$ cat config.mk
export PLATFORM = sky130hd
export DESIGN_NAME = branch_unit_bht
export DESIGN_NICKNAME = d
export VERILOG_FILES = /design/src/rtl/branch_unit_bht.sv
export SDC_FILE = /design/constraint.sdc
export NUM_CORES = 1
export LEC_CHECK = 0
export CORE_MARGIN = 2
export CORE_UTILIZATION = 57
export DETAILED_ROUTE_END_ITERATION = 16
export PLACE_DENSITY = 0.87
export RECOVER_POWER = 25
export SYNTH_ARGS = -nofsm -noshare
export SYNTH_HDL_FRONTEND = slang
export SYNTH_SLANG_ARGS = --single-unit
$ cat constraint.sdc
create_clock -name clk -period 7.1 [get_ports clk]
set_input_delay 0.71 -clock clk [delete_from_list [all_inputs] [get_ports clk]]
set_output_delay 0.71 -clock clk [all_outputs]
set_load 0.005 [all_outputs]
$ cat src/rtl/branch_unit_bht.sv
// RV32 conditional-branch resolver with a PC-indexed table of 2-bit saturating
// direction counters and saturating branch / mispredict performance counters.
module branch_unit_bht #(
  parameter int         XLEN        = 32,
  parameter int         BHT_ENTRIES = 64,
  parameter int         PC_LSB      = 2,
  parameter logic [1:0] CNT_INIT    = 2'b01,
  parameter int         STAT_W      = 32
) (
  input  logic              clk,
  input  logic              rst_n,
  input  logic [XLEN-1:0]   if_pc,
  output logic              if_pred_taken,
  input  logic              ex_valid,
  input  logic              ex_branch,
  input  logic [2:0]        ex_funct3,
  input  logic [XLEN-1:0]   ex_pc,
  input  logic [XLEN-1:0]   ex_rs1,
  input  logic [XLEN-1:0]   ex_rs2,
  input  logic              ex_pred_taken,
  output logic              ex_taken,
  output logic              ex_mispredict,
  output logic              ex_illegal,
  output logic [STAT_W-1:0] stat_branches,
  output logic [STAT_W-1:0] stat_mispred
);

  localparam int IDX_W = $clog2(BHT_ENTRIES);

  function automatic logic [1:0] sat_step(input logic [1:0] cnt, input logic up);
    if (up) return (cnt == 2'b11) ? cnt : cnt + 2'd1;
    else    return (cnt == 2'b00) ? cnt : cnt - 2'd1;
  endfunction

  function automatic logic [STAT_W-1:0] sat_inc(input logic [STAT_W-1:0] v);
    return (&v) ? v : v + 1'b1;
  endfunction

  logic [1:0]        bht_q [BHT_ENTRIES];
  logic [1:0]        bht_upd_d;
  logic [STAT_W-1:0] br_q, br_d, mp_q, mp_d;
  logic [IDX_W-1:0]  if_idx, ex_idx;
  logic signed [XLEN-1:0] rs1_s, rs2_s;
  logic eq, lt, ltu, cond, legal, resolve;
  logic unused_pc_bits;

  // Bits outside the index window are intentionally ignored (aliasing by design).
  assign unused_pc_bits = ^{if_pc, ex_pc};
  assign if_idx = if_pc[PC_LSB +: IDX_W];
  assign ex_idx = ex_pc[PC_LSB +: IDX_W];

  assign rs1_s = ex_rs1;
  assign rs2_s = ex_rs2;
  assign eq    = (ex_rs1 == ex_rs2);
  assign lt    = (rs1_s < rs2_s);
  assign ltu   = (ex_rs1 < ex_rs2);

  always_comb begin
    cond  = 1'b0;
    legal = 1'b1;
    case (ex_funct3)
      3'b000:  cond = eq;
      3'b001:  cond = !eq;
      3'b100:  cond = lt;
      3'b101:  cond = !lt;
      3'b110:  cond = ltu;
      3'b111:  cond = !ltu;
      default: legal = 1'b0;
    endcase
  end

  assign resolve       = ex_valid & ex_branch & legal;
  assign ex_taken      = resolve & cond;
  assign ex_mispredict = resolve & (ex_taken ^ ex_pred_taken);
  assign ex_illegal    = ex_valid & ex_branch & !legal;

  // Read is the registered value, so a same-cycle train on this entry is not bypassed.
  assign if_pred_taken = bht_q[if_idx][1];
  assign bht_upd_d     = sat_step(bht_q[ex_idx], ex_taken);

  always_ff @(posedge clk or negedge rst_n) begin
    if (!rst_n) begin
      for (int i = 0; i < BHT_ENTRIES; i++) bht_q[i] <= CNT_INIT;
    end else if (resolve) begin
      bht_q[ex_idx] <= bht_upd_d;
    end
  end

  assign br_d = resolve       ? sat_inc(br_q) : br_q;
  assign mp_d = ex_mispredict ? sat_inc(mp_q) : mp_q;

  always_ff @(posedge clk or negedge rst_n) begin
    if (!rst_n) begin
      br_q <= '0;
      mp_q <= '0;
    end else begin
      br_q <= br_d;
      mp_q <= mp_d;
    end
  end

  assign stat_branches = br_q;
  assign stat_mispred  = mp_q;

endmodule

== After elaboration in Yosys (flattened, before gate mapping) ==
Cells that the tools add are included.

* Output and inout port bits: 68
* Input port bits: 136
* Logic and storage cells: 118
* Register bits after elaboration: 192

* Order comparisons: 5
* $add $sub $neg: 4
* Bitwise operators: 10
* Reductions and logical operators: 12
* Equal/unequal tests: 7
* Muxes and demuxes: 14

{| class="wikitable"
|+ Operators by type and width
! operator !! number
|-
| $bwmux 128 || 1
|-
| $add 32x1->32 const B || 2
|-
| $lt 32x32->1 || 2
|-
| $reduce_and 32->1 || 2
|-
| $eq 32x32->1 || 1
|-
| $bmux 2 s6 || 2
|-
| $mux 2 || 8
|-
| $ge 7x7->1 const B || 2
|-
| $not 6->7 || 2
|-
| $demux 2 s6 || 1
|-
| $eq 3x3->1 const B || 4
|-
| $lt 7x1->1 const B || 1
|-
| $pmux 1 s6 || 1
|-
| $reduce_or 6->1 || 1
|-
| $and 1x1->1 || 5
|-
| $logic_not 1->1 || 4
|-
| $reduce_and 2->1 || 2
|-
| $eq 3x1->1 const B || 1
|-
| $logic_not 3->1 || 1
|-
| $add 2x1->2 const B || 1
|-
| $eq 2x2->1 const B || 1
|-
| $logic_not 2->1 || 1
|-
| $not 1->1 || 2
|-
| $sub 2x1->2 const B || 1
|-
| other kinds (3) || 3
|}

== Longest topological paths before layout ==
Gate-level depths: netlist (run 1).

* Depth in word-level cells: 8
* Gate-level depth with buffers: 13
* Depth with buffers taken out: 11

== Least setup slack after synthesis (run 1) ==
OpenSTA, ideal clock, no wires.

* Path type: input-to-output
* Start point: in if_pc[2]
* End point: out if_pred_taken
* Cell stages on the path: 5
* Data arrival time: 3122 ps
* Data required time: 6390 ps
* Setup slack: 3268 ps
* Cells stage by stage: clkbuf_1 buf_1 mux4_2 mux4_2 mux4_2

* Longest elaborated chain between the ends: 4

{| class="wikitable"
|+ RTL lines
! what !! line !! RTL
|-
| from (decl) || 12 || <nowiki>input logic [XLEN-1:0] if_pc,</nowiki>
|-
| $not 6->7 (not written as such) || 78 || <nowiki>assign if_pred_taken = bht_q[if_idx][1];</nowiki>
|-
| $bmux 2 s6 || 78 ||
|-
| $mux 2 (not written as such) (2 in a row) || 78 ||
|-
| to (decl) || 13 || <nowiki>output logic if_pred_taken,</nowiki>
|}

No other way between the ends. The select of a mux whose other input is x is not followed.

==> flow_metrics.py, run 1 <==
metrics = {
    "sta": {
        "fmax_ghz": 0.1990,
        "setup_ws_ns": 2.076,
        "rsz0062_at_grt": "no",
        "tightest_slew_ns": 4.370,
        "fin_setup_tns_ns": 0,
        "period_needed_ns": 5.024,
        "hold_viol": 0,
        "max_slew_margin_pct": -191.3,
        "setup_violations": 0,
        "finalCritPeriodShare_pct": 70.76,
        "finClkSkew_ns": 0.009169,
        "drv_slew": 84,
    },
    "global_routing": {
        "grt_pass1_wl_mm": 45.40,
        "grt_max_degree": 111,
        "grt_pass1_vias": 8881,
        "grt_overflow": 0,
        "grt_util_all_layers_pct": 29.24,
        "antenna_found_initial": 0,
    },
    "synth": {
        "syn_avg_cell_area_um2": 9.800,
        "yosys.area_share.simple_pct": 18.16,
        "ys_warn_count": 0,
        "synth_flop_cell": "dfrtp_1",
        "synth.net_count": 1228,
        "muxShareOfSynthArea_pct": 10.18,
        "synth_cell_types": 58,
        "seq_area_frac_synth_pct": 47.11,
        "synth_edf_count": 0,
        "synth_top_family_by_area": "simple AND/OR/NAND/NOR gates",
        "synth_seq_cells": 192,
        "synth_compound_area_share_pct": 11.66,
        "synthesis.area_um2": 10370,
        "synthAdderAreaFrac_pct": 4.103,
        "synthXorXnorAreaFrac_pct": 5.491,
        "syn_inst": 1058,
        "ys_async_sr_fraction_pct": 100.0,
    },
    "floorplan": {
        "dieArea_um2": 19280,
        "std_cell_rows": 49,
        "die_h_um": 138.9,
        "die_w_um": 138.9,
        "initial_core_util_pct": 57.92,
        "core_area_um2": 17900,
        "ios": 204,
    },
    "clock_network": {
        "htree_num_levels": 4,
        "numClockSinks": 192,
        "clkTransAtPathRegs_ns": 0.07,
        "cts_hold_buf": 0,
        "clock_latency_ns": 0.44,
        "cts_setup_buffers": 0,
        "cts-root-buf": "clkbuf_16",
        "cts.path.max_buffers": 2,
        "cts_made_buffers": 17,
        "cts_resized": 0,
        "cts_tree": "yes",
    },
    "worst_hold_path": {
        "hold_path_class": "input port to asynchronous set/reset pin",
    },
    "placement": {
        "hpwl_mm": 18.83,
        "dpl.cell_count": 1413,
        "gp_congestion": 0.9140,
        "dp_worst_setup_slack_ns": 1.811,
        "port_buffers": 151,
    },
    "setup_path": {
        "r2r_start": "bht_q[85]",
        "critical_path.max_stage_delay_ns": 3.11,
        "cp-start-kind": "input port",
        "crit_chain": "clkbuf_8 > clkbuf_1",
        "cp-end-kind": "asynchronous set/reset pin",
        "crit_buf_inv": 2,
        "slowest_stage": "clkbuf_1",
        "regToRegSetupSlack_ns": 3.48,
        "r2r_cells": 10,
        "critPathKind": "input port to asynchronous set/reset pin",
        "reg2reg_to": "bht_q[121]",
        "worstPathRequired_ns": 6.62,
        "arrival_ns": 4.54,
        "critical_path.max_fanout": 110,
        "crit_family": "buffers and inverters",
        "crit_start": "rst_n",
    },
    "power_and_ir_drop": {
        "p_int_uw": 1878,
        "switching_share_pct": 25.18,
        "finalPower_uw": 2509,
        "p_seq_share_pct": 47.5,
        "ir_worst_vdd_mv": 0.2257,
        "p_switching_uw": 632.0,
        "combPwrFrac_pct": 13.0,
        "power.density_nw_per_um2": 197.6,
        "leakage_uw": 0.005156,
        "p_clk_share_pct": 39.5,
    },
    "cells_and_area": {
        "area_growth_pct": 22.49,
        "multi_input_area_um2": 5167,
        "instances_no_fill": 1445,
        "antennaDiodeCount": 0,
        "drive_gt1_share_pct": 13.16,
        "fill_cells": 1255,
        "seq_area_um2": 4885,
        "fin_nets": 1373,
    },
    "routing": {
        "drcViolationCount": 0,
        "met3_length_mm": 2.664,
        "route.met2.wl_mm": 13.48,
        "ant_nets": 0,
        "highest_layer": "met4",
        "drt_pre_antenna_iters": 7,
        "viasPerCell": 6.094,
        "drt_iter0_drc": 715,
        "m1WireLength_mm": 10.88,
        "wl_per_cell_um": 19.28,
        "vias": 8806,
        "drt_wl_total_mm": 27.87,
    },
    "outcome": {
        "status": "finished, violations left",
        "violations": "max-capacitance violations, max-slew violations",
    },
    "run": {
        "drv_cap": 1,
    },
}
-- cells by family after synthesis --
logic type / count (synthesis)
and+or+nand+nor: 413
AOI/OAI and AO/OA: 211
DFF: 192
buffers and inverters: 81
xor gates and xnor gates: 65
muxes: 62
adders and majority gates: 34
-- layer usage --
metal / vias up / GRT usage [%]
met1: 4248 / 37.38
met2: 437 / 47.42
met5: - / 0
li1: 4040 / -
met3: 81 / 8.943
met4: 0 / 10.85
-- power groups by stage --
stage	combinational (uW)	clock, uW	sequential, uW
2_1_floorplan	151	0	1200
3_3_place_gp	315	0	1210
3_5_place_dp	325	0	1210
4_1_cts	326	995	1190
5_1_grt	358	1040	1200
6_report	327	990	1190
-- Yosys cell counts, drive strengths merged, types with 4 or more instances --
library cell	number	area [um^2]
nand2	248	930.9
o21ai	137	693.2
dfrtp	128	3203
dfstp	64	1682
xnor2	50	437.9
inv	42	157.7
nand3	36	180.2
ha	34	425.4
mux4	34	765.7
nor2	34	130.1
nand4	26	162.7
a21oi	25	125.1
buf	20	112.6
mux2i	20	200.2
clkbuf	19	71.32
and3	16	100.1
nor3	16	90.09
xor2	15	131.4
and4	8	70.07
mux2	8	90.09
a22oi	7	52.55
nor3b	7	63.81
nor4	5	31.28
o22ai	5	31.28
a2bb2oi	4	35.03
and2	4	25.02
nand2b	4	25.02
-- through the flow --
stage | hold WS (ns) | utilization, % | instance area, um^2
5_1_grt | 0.4481 | 70.95 | 12700
4_1_cts | 0.4205 | 70.97 | 12700
6_report | 0.3739 | 70.95 | 12700
3_3_place_gp | 0.4469 | 67.63 | 12110
2_1_floorplan | 0.4144 | - | 10370
3_5_place_dp | 0.4541 | 67.63 | 12110
-- area by class of cell --
type | count | share of cell area (%)
multi-input cells | 785 | 40.69
well taps | 229 | 2.256
clock buffers | 22 | 3.655
repair buffers | 165 | 12.65
clock inverters | 10 | 1.054
inverters | 42 | 1.241
flip-flops and latches | 192 | 38.46
-- state kept, by name (all words and copies together), names as in the netlist --
| name | count |
|---|---|
| stat_branches | 32 |
| stat_mispred | 32 |
| bht_q | 128 |
-- how the worst max path moves through the flow --
stage,to,slack [ns],cells after the start
after floorplan,if_pred_taken,3.27,5
after global placement,bht_q[103],2.03,11
after detailed placement,bht_q[29],1.81,11
after CTS,ex_mispredict,2.11,12
after global routing,stat_branches[15],1.11,2
final,stat_branches[12],2.08,2
-- cell usage in the layout (no fill, tap or decap), drive strengths merged, types with 5 or more instances in the layout --
| cell | Yosys | layout |
|---|---|---|
| nand2 | 248 | 248 |
| clkdlybuf4s50 | 0 | 148 |
| o21ai | 137 | 137 |
| dfrtp | 128 | 128 |
| dfstp | 64 | 64 |
| xnor2 | 50 | 50 |
| inv | 42 | 43 |
| nand3 | 36 | 36 |
| mux4 | 34 | 34 |
| ha | 34 | 34 |
| nor2 | 34 | 34 |
| nand4 | 26 | 26 |
| a21oi | 25 | 25 |
| clkbuf | 19 | 24 |
| mux2i | 20 | 20 |
| and3 | 16 | 16 |
| nor3 | 16 | 16 |
| xor2 | 15 | 15 |
| buf | 20 | 15 |
| and4 | 8 | 8 |
| mux2 | 8 | 8 |
| a22oi | 7 | 7 |
| nor3b | 7 | 7 |
| nor4 | 5 | 5 |
| o22ai | 5 | 5 |
(Power assumes the default switching activity.)
==> run 2, diff against run 1 <==
--- a/config.mk
+++ b/config.mk
@@ -6,9 +6,9 @@
 export NUM_CORES = 1
 export LEC_CHECK = 0
 export CORE_MARGIN = 2
-export CORE_UTILIZATION = 57
+export CORE_UTILIZATION = 47
 export DETAILED_ROUTE_END_ITERATION = 16
-export PLACE_DENSITY = 0.87
+export PLACE_DENSITY = 0.77
 export RECOVER_POWER = 25
 export SYNTH_ARGS = -nofsm -noshare
 export SYNTH_HDL_FRONTEND = slang
==> constraint.sdc (replaced) <==
create_clock -name clk -period 4.25 [get_ports clk]
set_input_delay 0.425 -clock clk [delete_from_list [all_inputs] [get_ports clk]]
set_output_delay 0.425 -clock clk [all_outputs]
set_load 0.005 [all_outputs]
==> run 2 against run 1 <==
- non-clock buffer count increased by 18
- the flow still finishes with violations (max-capacitance violations, max-slew violations)
- core utilization down 11 points
- via count shrank 2.7%
- count of clock-buffer cells in the layout increased by 2
==> flow_metrics.py, run 2 (same netlist as run 1, synthesis figures left out) <==
metrics = {
    "routing": {
        "drt_pre_antenna_iters": 5,
        "viasPerCell": 5.660,
        "vias": 8569,
        "ant_nets": 0,
        "drcViolationCount": 0,
        "drt_wl_total_mm": 27.36,
        "wl_per_cell_um": 18.07,
        "drt_iter0_drc": 665,
    },
    "cells_and_area": {
        "antennaDiodeCount": 0,
        "seq_area_um2": 4885,
        "largest_reg_flops": 128,
        "multi_input_area_um2": 5157,
        "final_util_pct": 59.47,
        "fin_nets": 1391,
        "final_common_cell": "nand2_1",
        "area_growth_pct": 24.79,
        "drive_gt1_share_pct": 14.42,
        "fill_cells": 1814,
        "final_cell_mix": "nand2_1 (248), clkdlybuf4s50_1 (148), o21ai_0 (129)",
        "top_register": "bht_q",
    },
    "setup_path": {
        "worstPathRequired_ns": 3.83,
        "critical_path.max_fanout": 3,
        "cp-end-kind": "primary output",
        "critPathKind": "input port to primary output",
        "cp-start-kind": "input port",
        "arrival_ns": 3.55,
    },
    "clock_network": {
        "cts_tree": "yes",
        "clkTransAtPathRegs_ns": 0.07,
        "cts_resized": 0,
        "htree_num_levels": 4,
        "cts_hold_buf": 0,
        "cts.path.max_buffers": 2,
        "clock_latency_ns": 0.44,
        "numClockSinks": 192,
        "cts_made_buffers": 17,
        "cts_setup_buffers": 0,
        "cts-root-buf": "clkbuf_16",
    },
    "floorplan": {
        "die_h_um": 152.5,
        "ios": 204,
        "core_area_um2": 21760,
        "die_w_um": 152.5,
        "initial_core_util_pct": 47.66,
        "std_cell_rows": 54,
        "dieArea_um2": 23270,
    },
    "power_and_ir_drop": {
        "combPwrFrac_pct": 13.2,
        "p_clk_share_pct": 40.0,
        "p_int_uw": 3201,
        "p_switching_uw": 1055,
        "leakage_uw": 0.005274,
        "p_seq_share_pct": 46.7,
        "finalPower_uw": 4256,
        "ir_worst_vdd_mv": 0.2315,
        "power.density_nw_per_um2": 329.0,
        "switching_share_pct": 24.79,
    },
    "sta": {
        "fin_setup_tns_ns": 0,
        "tightest_slew_ns": 2.964,
        "max_slew_margin_pct": -97.60,
        "finClkSkew_ns": 0.007787,
        "drv_slew": 121,
        "fmax_ghz": 0.2517,
        "setup_violations": 0,
        "period_needed_ns": 3.972,
        "rsz0062_at_grt": "no",
        "finalCritPeriodShare_pct": 93.47,
        "hold_viol": 0,
        "whs_ns": 0.4599,
        "setup_ws_ns": 0.2777,
    },
    "global_routing": {
        "grt_pass1_vias": 8691,
        "antenna_found_initial": 0,
        "grt_pass1_wl_mm": 45.27,
        "grt_max_degree": 121,
        "grt_overflow": 0,
        "grt_util_all_layers_pct": 24.14,
    },
    "run": {
        "drv_cap": 1,
    },
    "worst_hold_path": {
        "hold_path_class": "flip-flop to flip-flop",
    },
    "placement": {
        "gp_congestion": 0.8414,
        "hpwl_mm": 19.13,
        "dp_worst_setup_slack_ns": 0.2497,
        "port_buffers": 151,
    },
    "outcome": {
        "violations": "max-capacitance violations, max-slew violations",
        "status": "finished, violations left",
    },
}
==> run 2: path summary, 6_finish.rpt <==
check,from,endpoint,slack (ns),depth (start not counted)
max reg2reg,bht_q[49],bht_q[7],1.38,8
max,ex_rs2[11],ex_mispredict,0.28,12
min in group asynchronous,rst_n,bht_q[51],0.92,1
min,bht_q[104],bht_q[104],0.46,2
max in group asynchronous,rst_n,bht_q[22],1.55,2
min reg2reg,bht_q[104],bht_q[104],0.46,2
==> run 2: per-stage QoR <==
step                instance area [um^2]  instances
floorplan                          10370       1058
global placement                   12320       1482
detailed placement                 12320       1482
CTS                                12950       1514
global route                       12940       1514
finish                             12940       1514
==> run 2: worst max-delay path, cell delays in order <==
cell and delay, ns:
clkdlybuf4s50_1 0.45, inv_1 0.04, ha_1 0.30, nand4_1 0.19, or4_1 0.58, nor4b_2 0.33
xnor2_1 0.17, nor3_2 0.08, nor3_2 0.22, xnor2_1 0.11, nor2_1 0.09, clkdlybuf4s50_1 0.55
==> run 2: power groups by stage <==
stage          registers, uW  clock network, uW  logic (uW)
6_report                1990               1700         564
5_1_grt                 2000               1810         628
2_1_floorplan           2010                  0         252
3_5_place_dp            2020                  0         565
3_3_place_gp            2010                  0         555
4_1_cts                 1990               1730         568
==> run 2: cell type report <==
type,count,share of cell area (%)
clock buffers,24,3.878
clock inverters,8,0.9670
inverters,42,1.218
multi-input cells,785,39.86
flip-flops and latches,192,37.75
well taps,280,2.708
repair buffers,183,13.62
==> run 2: per-layer routing <==
layer | vias up | part of all wire, % | GRT usage (%) | wire length, um
li1 | 4069 | - | - | -
met1 | 4133 | 42 | 31.69 | 11570
met2 | 303 | 46 | 37.56 | 12660
met3 | 64 | 8.3 | 7.935 | 2269
met4 | 0 | 3.1 | 9.039 | 858
met5 | - | 0 | 0 | 0
==> run 3, diff against run 2 <==
==> constraint.sdc (replaced) <==
create_clock -name clk -period 4.25 [get_ports clk]
set_input_delay 0.425 -clock clk [delete_from_list [all_inputs] [get_ports clk]]
set_output_delay 0.425 -clock clk [all_outputs]
set_load 0.05 [all_outputs]
==> run 3 against run 2 <==
- the flow still finishes with violations (max-capacitance violations, max-slew violations)
- register-to-register slack gained 0.09 ns
- clock power down 6%
- wire length down 0.19%
- final cell count shrank 0.20%
- critical path depth is the same
==> flow_metrics.py, run 3 (same netlist as run 1, synthesis figures left out) <==
metrics = {
    "cells_and_area": {
        "final_common_cell": "nand2_1",
        "instances_no_fill": 1511,
        "drive_gt1_share_pct": 14.46,
        "largest_reg_flops": 128,
        "fill_cells": 1860,
        "antennaDiodeCount": 0,
        "fin_nets": 1388,
        "top_register": "bht_q",
        "final_cell_mix": "nand2_1 (248), clkdlybuf4s50_1 (145), o21ai_0 (129)",
        "area_growth_pct": 24.48,
    },
    "setup_path": {
        "cp-start-kind": "input port",
        "critical_path.max_stage_delay_ns": 0.58,
        "worstPathRequired_ns": 3.83,
        "cp-end-kind": "primary output",
        "arrival_ns": 3.42,
        "slowest_stage": "or4_1",
        "crit_buf_inv": 3,
        "crit_family": "simple AND/OR/NAND/NOR gates",
        "critical_path.max_fanout": 3,
        "crit_chain": "clkdlybuf4s50_1 > inv_1 > ha_1 > nand4_1 > or4_1 > nor4b_2 > xnor2_1 > nor3_2 > nor3_2 > xnor2_1 > nor2_1 > buf_12",
        "critPathKind": "input port to primary output",
    },
    "routing": {
        "drt_iter0_drc": 570,
        "vias": 8478,
        "drt_pre_antenna_iters": 5,
        "ant_nets": 0,
        "viasPerCell": 5.611,
        "drt_wl_total_mm": 27.31,
        "wl_per_cell_um": 18.07,
        "drcViolationCount": 0,
    },
    "floorplan": {
        "initial_core_util_pct": 47.66,
        "core_area_um2": 21760,
        "die_w_um": 152.5,
        "dieArea_um2": 23270,
        "ios": 204,
        "std_cell_rows": 54,
        "die_h_um": 152.5,
    },
    "placement": {
        "gp_congestion": 0.8579,
        "hpwl_mm": 19.21,
        "dpl.cell_count": 1479,
        "port_buffers": 151,
    },
    "clock_network": {
        "cts_hold_buf": 0,
        "cts_tree": "yes",
        "cts.path.max_buffers": 2,
        "cts_made_buffers": 17,
        "clkTransAtPathRegs_ns": 0.07,
        "numClockSinks": 192,
        "htree_num_levels": 4,
        "clock_latency_ns": 0.44,
        "cts-root-buf": "clkbuf_16",
        "cts_setup_buffers": 0,
        "cts_resized": 0,
    },
    "sta": {
        "whs_ns": 0.4659,
        "tightest_slew_ns": 2.963,
        "fmax_ghz": 0.2604,
        "fin_setup_tns_ns": 0,
        "finalCritPeriodShare_pct": 90.38,
        "max_slew_margin_pct": -97.53,
        "period_needed_ns": 3.841,
        "rsz0062_at_grt": "no",
        "setup_violations": 0,
        "drv_slew": 119,
        "finClkSkew_ns": 0.01265,
        "hold_viol": 0,
    },
    "run": {
        "drv_cap": 1,
    },
    "global_routing": {
        "grt_util_all_layers_pct": 24.06,
        "grt_overflow": 0,
        "grt_pass1_wl_mm": 44.85,
        "grt_pass1_vias": 8675,
        "grt_max_degree": 120,
        "antenna_found_initial": 0,
    },
    "outcome": {
        "violations": "max-capacitance violations, max-slew violations",
        "status": "finished, violations left",
    },
    "power_and_ir_drop": {
        "leakage_uw": 0.005259,
        "power.density_nw_per_um2": 333.9,
        "ir_worst_vdd_mv": 0.2885,
    },
    "worst_hold_path": {
        "hold_path_class": "flip-flop to flip-flop",
    },
}
[run 3: area by class of cell]
class	count	area, um^2	area share (%)
multi-input cells	785	5157	39.96
flip-flops and latches	192	4885	37.84
repair buffers	180	1782	13.80
clock buffers	21	460.4	3.567
well taps	280	350.3	2.714
inverters	42	157.7	1.221
clock inverters	11	115.1	0.8918
[run 3: layer usage]
layer	wire length, um	GRT usage (%)	share of wire (%)
met5	0	0	0
met4	787	8.686	2.9
met3	2557	8.020	9.4
met2	12530	37.43	46
met1	11430	31.69	42
[run 3: tightest hold or removal path, delay by kind of cell (launching register included)]
| family | cells | cell delay, ns |
|---|---|---|
| AOI/OAI and AO/OA | 1 | 0.05 |
| DFF | 1 | 0.37 |
| and+or+nand+nor | 1 | 0.04 |
[run 3: stage by stage]
step                instance area [um^2]  worst slack, ns  utilization (%)  total power [uW]
finish                             12910           0.4091            59.33              4310
global route                       12910           0.1188            59.33              4477
CTS                                12920           0.3696            59.37              4334
detailed placement                 12340           0.3221            56.72              2757
global placement                   12340           0.3654            56.72              2743
floorplan                          10370           0.7185                -              2426
[run 3: report_power, final]
part	leakage, uW	switching [uW]	internal, uW
sequential	0.00242	79.5	1910
combinational	0.00256	450	288
clock	0.000286	692	893
total	0.00526	1220	3090
[run 3: path summary, 6_finish.rpt]
check	slack (ns)	cells after the start	to	from
setup / recovery	0.41	12	ex_mispredict	ex_rs2[11]
hold / removal	0.47	2	bht_q[104]	bht_q[104]
setup reg to reg	1.47	8	bht_q[113]	bht_q[49]
hold reg to reg	0.47	2	bht_q[104]	bht_q[104]
max in group asynchronous	1.57	1	bht_q[31]	rst_n
min in group asynchronous	0.88	1	bht_q[51]	rst_n
